[src/rtl/pc_gen.sv]
// Program-counter unit: owns the PC, selects sequential/branch/JAL/JALR targets
// and raises a precise trap on a misaligned control-transfer target.
module pc_gen #(
    parameter int              XLEN         = 32,
    parameter logic [XLEN-1:0] RESET_VECTOR = 32'h0000_0000,
    parameter logic [XLEN-1:0] TRAP_VECTOR  = 32'h0000_0100,
    parameter int              IALIGN       = 32,
    parameter int              CNT_WIDTH    = 32
) (
    input  logic                 clk,
    input  logic                 rst,
    input  logic                 stall,
    input  logic                 valid_in,
    input  logic                 is_branch,
    input  logic                 is_jal,
    input  logic                 is_jalr,
    input  logic                 branch_taken,
    input  logic                 is_compressed,
    input  logic [XLEN-1:0]      imm_data,
    input  logic [XLEN-1:0]      rs1_data,
    output logic [XLEN-1:0]      pc,
    output logic [XLEN-1:0]      pc_next,
    output logic                 trap_valid,
    output logic [XLEN-1:0]      trap_pc,
    output logic [XLEN-1:0]      trap_addr,
    output logic [CNT_WIDTH-1:0] instret
);

    if (IALIGN != 16 && IALIGN != 32) begin : g_bad_ialign
        $fatal(1, "pc_gen: IALIGN must be 16 or 32");
    end

    if (RESET_VECTOR[0] || (IALIGN == 32 && RESET_VECTOR[1])) begin : g_bad_rv
        $fatal(1, "pc_gen: RESET_VECTOR not aligned to IALIGN");
    end

    if (TRAP_VECTOR[0] || (IALIGN == 32 && TRAP_VECTOR[1])) begin : g_bad_tv
        $fatal(1, "pc_gen: TRAP_VECTOR not aligned to IALIGN");
    end

    logic [XLEN-1:0] step;
    logic [XLEN-1:0] seq_tgt;
    logic [XLEN-1:0] br_tgt;
    logic [XLEN-1:0] jalr_sum;
    logic [XLEN-1:0] jalr_tgt;
    logic [XLEN-1:0] tgt;
    logic            xfer;
    logic            misaligned;
    logic            adv;
    logic            trap;

    assign step     = (IALIGN == 16 && is_compressed) ? XLEN'(2) : XLEN'(4);
    assign seq_tgt  = pc + step;
    assign br_tgt   = pc + imm_data;
    assign jalr_sum = rs1_data + imm_data;
    assign jalr_tgt = {jalr_sum[XLEN-1:1], 1'b0};

    // Flags may overlap, so this is a true priority chain.
    always_comb begin
        tgt  = seq_tgt;
        xfer = 1'b0;
        priority case (1'b1)
            is_jalr: begin
                tgt  = jalr_tgt;
                xfer = 1'b1;
            end
            is_jal: begin
                tgt  = br_tgt;
                xfer = 1'b1;
            end
            (is_branch && branch_taken): begin
                tgt  = br_tgt;
                xfer = 1'b1;
            end
            default: begin
                tgt  = seq_tgt;
                xfer = 1'b0;
            end
        endcase
    end

    always_comb begin
        misaligned = 1'b0;
        if (xfer) begin
            if (IALIGN == 16) misaligned = tgt[0];
            else              misaligned = |tgt[1:0];
        end
    end

    assign pc_next = misaligned ? TRAP_VECTOR : tgt;
    assign adv     = valid_in & ~stall;
    assign trap    = adv & misaligned;

    always_ff @(posedge clk) begin
        if (rst) begin
            pc         <= RESET_VECTOR;
            trap_valid <= 1'b0;
            trap_pc    <= '0;
            trap_addr  <= '0;
            instret    <= '0;
        end else begin
            trap_valid <= trap;
            if (adv) begin
                pc <= pc_next;
                // A faulting instruction does not retire.
                if (trap) begin
                    trap_pc   <= pc;
                    trap_addr <= tgt;
                end else begin
                    instret <= instret + 1'b1;
                end
            end
        end
    end

endmodule

[config.mk]
export PLATFORM = sky130hd
export DESIGN_NAME = pc_gen
export DESIGN_NICKNAME = d
export VERILOG_FILES = /design/src/rtl/pc_gen.sv
export SDC_FILE = /design/constraint.sdc
export NUM_CORES = 1
export LEC_CHECK = 0
export BUFFER_PORTS_ARGS = -buffer_cell sky130_fd_sc_hd__buf_4
export CAP_MARGIN = 15
export CORE_MARGIN = 1
export CORE_UTILIZATION = 55
export CTS_CLUSTER_DIAMETER = 40
export DETAILED_ROUTE_END_ITERATION = 16
export HOLD_SLACK_MARGIN = 0.02
export PLACE_DENSITY = 0.88
export SLEW_MARGIN = 20
export SYNTH_ARGS = -nofsm -noshare
export SYNTH_HDL_FRONTEND = slang
export SYNTH_SLANG_ARGS = --single-unit
[constraint.sdc]
create_clock -name clk -period 4.1 [get_ports clk]
set_clock_uncertainty 0.1 [all_clocks]
set_input_delay 0.41 -clock clk [delete_from_list [all_inputs] [get_ports clk]]
set_output_delay 0.41 -clock clk [all_outputs]
set_load 0.005 [all_outputs]
Yosys cells after proc, flatten, opt, wreduce, memory -nomap -nowiden
Cells that the tools add are included.
- div/mod/pow operators: 0
- equal/unequal tests: 0
- reductions and logical operators: 4
- magnitude comparators: 0
- add/sub/neg operators: 4
- shifts and indexed selects: 0
- multiplexer cells: 8
- multiply operators: 0
- bitwise operators: 4
- operators by type and width (operator ; count):
    two-way mux 32 bit ; 4
    adder 32 bit ; 2
    adder 32 x 1 -> 32 bit (second input constant) ; 1
    adder 32 x 3 -> 32 bit (second input constant) ; 1
    two-way mux 1 bit ; 4
    AND reduction 2 bit ; 2
    AND 1 bit ; 2
    inverter 1 bit ; 2
    OR reduction 2 bit ; 1
    logical AND 1 bit ; 1
- register bits: 129
- memory bits (read-only): 0
- memories kept: 0
- memory bits (writable): 0
- latch bits: 0
- logic and storage cells: 25
- output and inout port bits: 161
- input port bits: 73

Logic depth before layout (Yosys ltp)
Gate-level depths: netlist (run 1).
- depth in word-level cells: 9
- gate-level depth with buffers: 10
- gate-level depth less buffers: 10

Worst setup path before layout (run 1)
Ideal clock, no wire load.
- path type: register -> output
- start point: register pc[8]
- end point: output port pc_next[22]
- stages on the path, launching flop included: 11
- path slack: 1025 ps
- path buffers: 1
- data arrival time: 2565 ps
- data required time: 3590 ps
- path through: dfxtp_1 ha_1 buf_4 o21a_1 a211o_1 a211oi_2 a21oi_4 nor2_2 mux2_1 a211oi_1 nor2_1
- longest elaborated chain between the ends: 5
- elaborated cells between the ends (all ways): 6
- those cells by class: 2 x add/sub; 4 x mux
- RTL lines (element ; RTL line ; RTL):
    start, declared ; 21 ; output logic [XLEN-1:0] pc,
    start signal, assigned ; 104 ; pc <= pc_next;
    adder 32 x 3 -> 32 bit / adder 32 bit (equally long branches) ; 53, 54 ;
    two-way mux 32 bit ; 62 ; priority case (1'b1)
    two-way mux 32 bit (*) (2 in series) ; 62 ;
    two-way mux 32 bit (*) ; 90 ; assign pc_next = misaligned ? TRAP_VECTOR : tgt;
    end, declared ; 22 ; output logic [XLEN-1:0] pc_next,
Every way passes the cells marked *; elsewhere a longest branch is shown, timed or not.

Worst setup path in the final report (run 1)
- start point: input port imm_data[2]
- end point: output port pc_next[29]
- longest elaborated chain between the ends: 5
- elaborated cells between the ends (all ways): 6
- those cells by class: 2 x add/sub; 4 x mux
- RTL lines (element ; RTL line ; RTL):
    start, declared ; 19 ; input logic [XLEN-1:0] imm_data,
    adder 32 bit ; 54 ; assign br_tgt = pc + imm_data;
    two-way mux 32 bit (2 in series) ; 62 ;
    two-way mux 32 bit (*) ; 62 ;
    two-way mux 32 bit (*) ; 90 ;
Marks and branches as above.

==> results of run 1 <==
==> through the flow <==
| step | setup slack, ns | util (%) | hold WS, ns | cells |
|---|---|---|---|---|
| finish | 0.121 | 71.9 | 0.321 | 1772 |
| global route | 0.00685 | 71.9 | 0.347 | 1772 |
| CTS | 0.190 | 71.9 | 0.301 | 1772 |
| detailed placement | 0.229 | 68.2 | 0.343 | 1740 |
| global placement | 0.295 | 68.2 | 0.342 | 1740 |
| floorplan | 1.02 | - | 0.348 | 1310 |
==> placed cells by master (no fill, tap or decap), drive strengths merged, types with 20 or more instances in the layout <==
| master | Yosys | routed |
|---|---|---|
| a211oi | 31 | 31 |
| nand2 | 189 | 189 |
| nor2 | 139 | 139 |
| nor3 | 36 | 36 |
| ha | 63 | 63 |
| xnor2 | 45 | 45 |
| dfxtp | 129 | 129 |
| xor2 | 39 | 39 |
| o21ai | 86 | 86 |
| buf | 7 | 273 |
| a21oi | 135 | 135 |
| and3 | 22 | 22 |
| nand3 | 49 | 49 |
| nand4 | 22 | 22 |
| a21o | 20 | 20 |
| inv | 23 | 24 |
==> repair_timing <==
item,in CTS,in global routing
gates resized for setup,0,2
hold buffers,0,0
endpoints found under the setup margin,0,2
==> synth_stat cells, types with 3 or more instances <==
master,number,area share [%]
a211o_1,5,0.45
a211oi_1,29,2.3
a21o_1,20,1.6
a21oi_1,133,6.9
a221oi_1,4,0.36
a311o_1,3,0.31
a311oi_1,4,0.36
a31o_2,4,0.36
a31oi_1,16,1.0
a32oi_1,4,0.36
and2_1,11,0.71
and3_1,22,1.4
and4_1,6,0.54
buf_1,4,0.16
clkbuf_1,60,2.3
dfxtp_1,129,27
ha_1,63,8.2
inv_1,23,0.89
mux2i_1,10,1.0
nand2_1,189,7.3
nand2b_1,9,0.58
nand3_1,47,2.4
nand4_1,21,1.4
nor2_1,137,5.3
nor2b_1,7,0.45
nor3_1,35,1.8
nor3b_1,4,0.31
nor4b_1,3,0.27
o211a_1,9,0.93
o211ai_1,16,1.2
o21a_1,15,1.2
o21ai_0,73,3.8
o21ai_1,13,0.67
o21bai_1,11,0.85
o221ai_1,4,0.36
o22ai_1,7,0.45
o31a_1,4,0.36
o31ai_1,7,0.54
or2_2,3,0.19
or3_1,17,1.1
xnor2_1,45,4.1
xor2_1,39,3.5
==> flip-flops by register name, indices dropped and copies added, names as in the netlist <==
signal / flops
instret: 32
pc: 32
trap_addr: 32
trap_pc: 32
trap_valid: 1
==> layout make-up <==
class                      count  area share [%]
clock buffer                  19            3.65
clock inverter                13            1.48
inverter                      23           0.696
multi-input combinational   1090            54.5
sequential                   129            20.8
tap                          225            2.27
timing repair buffer         273            16.5
==> worst reg2reg max path, cell delays in order (launching register included) <==
cell      delay (ns)
dfxtp_1         0.36
ha_1            0.23
fa_1            0.44
or2_1           0.30
a311oi_4        0.53
nand4_1         0.37
nor2_2          0.33
nand2_1         0.25
or3_1           0.36
a21oi_1         0.19
==> power groups by stage <==
stage / combinational [mW] / clock (mW) / sequential [mW]
finish: 1.16 / 1.63 / 1.33
global route: 1.24 / 1.68 / 1.34
CTS: 1.13 / 1.63 / 1.33
detailed placement: 1.12 / 0 / 1.36
global placement: 1.10 / 0 / 1.36
floorplan: 0.652 / 0 / 1.36
==> per-layer routing <==
| layer | wire length [um] | vias up |
|---|---|---|
| met3 | 3180 | 169 |
| met2 | 16700 | 699 |
| met4 | 2450 | 0 |
| li1 | - | 5209 |
| met5 | 0 | - |
| met1 | 13700 | 5217 |
==> kinds of logic after synthesis <==
logic type | count (synthesis) | synth area share [%]
AND/OR/NAND/NOR | 527 | 25.6
buffers and inverters | 91 | 3.61
multiplexers | 11 | 1.15
flip-flops | 129 | 26.7
adder cells (fa/ha/maj) | 65 | 8.57
XOR/XNOR | 84 | 7.61
AO/OA/AOI/OAI | 403 | 26.8
==> worst max-delay path by stage <==
stage                        startpoint     endpoint  slack [ns]  cells past startpoint
CTS                  pc[3]$_SDFFE_PP0P_  pc_next[27]        0.19                     10
global route        pc[14]$_SDFFE_PP0P_  pc_next[22]       0.007                     10
global placement            imm_data[2]  pc_next[27]        0.29                     11
finish                      imm_data[2]  pc_next[29]        0.12                     11
detailed placement          imm_data[2]  pc_next[27]        0.23                     11
floorplan            pc[8]$_SDFFE_PP0P_  pc_next[22]        1.02                     10
==> impl_metrics.yaml, run 1 <==
outcome:
  run_status: "complete, no violations"
finish:
  area.growth.synth_to_final_pct: 28.2
  multi_input_area_um2: 6760
  layout.filler_cells: 1356
  sequential_cell_area_um2: 2580
  nNetsFinal: 1672
  n_antenna_cell: 0
  stdcell_area_um2: 12400
  layout-drive-gt1-share_pct: 21.8
synthesis:
  synth_sequential_area_ratio_pct: 26.7
  synth-edff-count: 0
  mappedNetlistArea_um2: 9670
  synth.distinct_cells: 78
  synth.ff_latch_count: 129
  number_of_warning_messages_in_the_yosys_log: 0
  syn_nets: 1448
  synth_async_sr_flop_share_pct: 0
  synth_ff_type: "dfxtp_1"
  avgSynthCellArea_um2: 7.38
  post_synthesis_instance_total: 1310
run:
  cap_violations: 0
detailed_routing:
  vias: 11294
  detail_route.wl_per_cell_um: 20.4
  drtAntennaViolNets: 0
  route.final.wire_length_um: 36100
  detail_route.first_pass.iterations: 6
  detail_route.drc_violations: 0
  detail_route.iter0.violations: 1002
  avgViaCountPerCell: 6.37
min_path:
  hold_path.class: "in2reg"
  holdCritStartpoint: "rst"
  hold_depth: 2
  holdPathEnd: "instret[31]$_SDFFE_PP0P_"
timing:
  slew-limit-headroom_pct: 31.6
  unrepaired_setup_endpoints_after_global_routing: "no"
  finalCriticalPeriod_ns: 3.98
  maxClockFrequency_mhz: 251
  final_max_slew_viols: 0
  final_min_period_over_clock_period_pct: 97.0
  setup_viol: 0
  tightestPinTransition_ns: 1.02
  finalHoldViolCount: 0
  setup-tns-final_ns: 0
power_and_ir_drop:
  p_comb_share_pct: 28.1
  design_power_total_mw: 4.12
  p_leak_nw: 5.29
  power.switching_mw: 1.31
  seq_power_share_pct: 32.4
  cellInternalPower_mw: 2.81
  vdd_ir_drop_max_mv: 0.374
  clkPwrFrac_pct: 39.5
  power_per_cell_area_nw_per_um2: 332
  switching_share_pct: 31.9
place:
  gp_congestion: 1.03
  port_buffers: 232
  placement.cell_area_um2: 11800
  post-dp-hpwl_um: 27000
clocking:
  ctsRootBufferMaster: "clkbuf_16"
  cts_buffer_depth: 2
  cts_inserted_buffers: 17
  cts.sinks: 129
  tritoncts: "yes"
  htree_levels: 4
  clk_pin_slew_worst_paths_ns: 0.06
  clock_latency_ns: 0.42
  cts_setup_buffers: 0
global_routing:
  grt-ovfl-total: 0
  met1_capacity_usage_during_global_routing_pct: 46.2
  pin_count_of_the_biggest_net_entering_global_routing: 63
  initial_antenna_violation_count: 0
  use_met2_pct: 65.0
  grt_busiest_layer: "met2"
  grt_pass1_vias: 10283
  grtUsageTotal_pct: 39.1
  gr-usage-met3_pct: 7.92
  grt_first_pass_wirelength_um: 55100
setup_path:
  crit-reg2reg-capture: "instret[20]$_SDFFE_PP0P_"
  cpPeakStageDelay_ns: 0.59
  cp_data_required_time_ns: 3.59
  path_common_cell: "a21oi_1"
  cp.buffers_inverters: 2
  startpoint_type: "input port"
  timing.rr.start: "pc[0]$_SDFFE_PP0P_"
  critPathKind: "in2out"
  worstPathMaxFanout: 7
  critPathTopFamily: "compound AO/OA/AOI/OAI gates"
  rr_worst_depth: 9
  worst_ep_arrival_time_ns: 3.47
  critical_path.endpoint_type: "primary output"
  crit_chain: "buf_4 -> ha_1 -> a21oi_1 -> o21ai_1 -> a31oi_1 -> o21ai_0 -> a21oi_1 -> a41o_1 -> mux2i_1 -> a21oi_1 -> buf_4"
  setup.reg_to_reg.worst_slack_ns: 0.57
  slowest_stage: "a31oi_1"
floorplan:
  chipWidth_um: 135
  boundaryPins: 234
  dieArea_um2: 18100
  core_area_um2: 17200
  start_util_pct: 56.1
  rows: 48
  die_h_um: 135
(Power assumes the default switching activity.)
==> inputs of run 2 (changes only) <==
--- a/config.mk
+++ b/config.mk
@@ -12,7 +12,7 @@
 export CTS_CLUSTER_DIAMETER = 40
 export DETAILED_ROUTE_END_ITERATION = 16
 export HOLD_SLACK_MARGIN = 0.02
-export PLACE_DENSITY = 0.88
+export PLACE_DENSITY = 0.82
 export SLEW_MARGIN = 20
 export SYNTH_ARGS = -nofsm -noshare
 export SYNTH_HDL_FRONTEND = slang
==> impl_metrics.yaml, run 2 (same netlist as run 1, synthesis figures left out) <==
finish:
  layout-drive-gt1-share_pct: 21.9
  layout_common_cells: "buf_4 (273), nand2_1 (189), nor2_1 (136)"
  finish.utilization_pct: 72.4
  n_antenna_cell: 0
  final_common_cell: "buf_4"
  nNetsFinal: 1673
  stdcell_area_um2: 12500
  layout.filler_cells: 1384
  area.growth.synth_to_final_pct: 29.0
detailed_routing:
  route.final.wire_length_um: 36000
  detail_route.drc_violations: 0
  detail_route.first_pass.iterations: 5
  avgViaCountPerCell: 6.25
  detail_route.wl_per_cell_um: 20.3
  drtAntennaViolNets: 0
  detail_route.iter0.violations: 952
  vias: 11074
setup_path:
  critPathKind: "reg2out"
  critical_path.endpoint_type: "primary output"
  worst_ep_arrival_time_ns: 3.48
  setup.reg_to_reg.worst_slack_ns: 0.40
  worstPathMaxFanout: 7
  cp_data_required_time_ns: 3.59
  startpoint_type: "register"
global_routing:
  use_met2_pct: 66.2
  pin_count_of_the_biggest_net_entering_global_routing: 54
  grt-ovfl-total: 0
  gr-usage-met3_pct: 7.51
  grt_first_pass_wirelength_um: 54900
  met1_capacity_usage_during_global_routing_pct: 45.9
  initial_antenna_violation_count: 0
  grt_pass1_vias: 10427
  grt_busiest_layer: "met2"
  grtUsageTotal_pct: 38.9
clocking:
  ctsHoldBuffers: 0
  clk_pin_slew_worst_paths_ns: 0.06
  cts_buffer_depth: 2
  htree_levels: 4
  cts_inserted_buffers: 17
  cts.sinks: 129
  cts_resized: 0
  cts_setup_buffers: 0
  clock_latency_ns: 0.41
  tritoncts: "yes"
  ctsRootBufferMaster: "clkbuf_16"
timing:
  final_min_period_over_clock_period_pct: 97.3
  unrepaired_setup_endpoints_after_global_routing: "no"
  setup_viol: 0
  finalHoldViolCount: 0
  tightestPinTransition_ns: 0.777
  maxClockFrequency_mhz: 251
  setup-tns-final_ns: 0
  final_max_slew_viols: 0
  slew-limit-headroom_pct: 47.8
  finalCriticalPeriod_ns: 3.99
floorplan:
  rows: 48
  start_util_pct: 56.1
  dieArea_um2: 18100
  die_h_um: 135
  boundaryPins: 234
  core_area_um2: 17200
  chipWidth_um: 135
place:
  post-dp-hpwl_um: 27100
  port_buffers: 232
  gp_congestion: 0.990
  placement.cell_area_um2: 11800
power_and_ir_drop:
  vdd_ir_drop_max_mv: 0.374
  design_power_total_mw: 4.25
  p_leak_nw: 5.33
  power_per_cell_area_nw_per_um2: 341
run:
  cap_violations: 0
outcome:
  run_status: "complete, no violations"
min_path:
  hold_path.class: "in2reg"
==> run 2: cell types whose count changed in the layout (fill, tap and decap cells not counted), sizes merged <==
cell	previous run	this run
buf	273	274
bufinv	4	6
clkbuf	19	20
clkinvlp	3	0
==> run 2: where the power goes <==
group / switching (mW) / leakage [nW] / internal, mW
logic: 0.688 / 3.95 / 0.469
registers: 0.0418 / 1.04 / 1.29
clock network: 0.580 / 0.335 / 1.18
==> run 2: critical path, stage by stage, from the launching register on <==
cell and delay [ns]:
dfxtp_1 0.53, ha_1 0.38, a21oi_1 0.22, o21ai_0 0.16
a21oi_1 0.42, nor3_1 0.11, a311o_1 0.37, o21ai_0 0.19
o21ai_1 0.15, a211oi_1 0.35, buf_4 0.18
==> run 2: final cells by class <==
type	instances	area (um^2)	area share, %
Clock inverter	12	229	1.84
Timing Repair Buffer	274	2070	16.6
Inverter	23	86.3	0.692
Tap cell	225	282	2.26
Clock buffer	20	457	3.66
Multi-Input combinational cell	1090	6770	54.2
Sequential cell	129	2580	20.7
==> run 2: path summary, 6_finish.rpt <==
| path | depth (start not counted) | startpoint | end |
|---|---|---|---|
| min reg2reg | 2 | trap_pc[0]$_SDFFE_PP0P_ | trap_pc[0]$_SDFFE_PP0P_ |
| max reg2reg | 9 | pc[0]$_SDFFE_PP0P_ | instret[26]$_SDFFE_PP0P_ |
| min | 5 | stall | pc[7]$_SDFFE_PP0P_ |
| max | 10 | pc[17]$_SDFFE_PP0P_ | pc_next[24] |
==> run 2: routing by layer <==
metal	up-vias	part of all wire (%)
li1	5200	-
met1	5178	39
met2	556	47
met3	140	7.5
met4	0	6.2
met5	-	0
==> run 2: per-stage QoR <==
step / cells / setup slack, ns / hold WS [ns]
after floorplan: 1310 / 1.02 / 0.348
after CTS: 1773 / 0.108 / 0.333
after global routing: 1773 / 0.00124 / 0.361
after detailed placement: 1741 / 0.268 / 0.347
final: 1773 / 0.111 / 0.337
after global placement: 1741 / 0.302 / 0.343
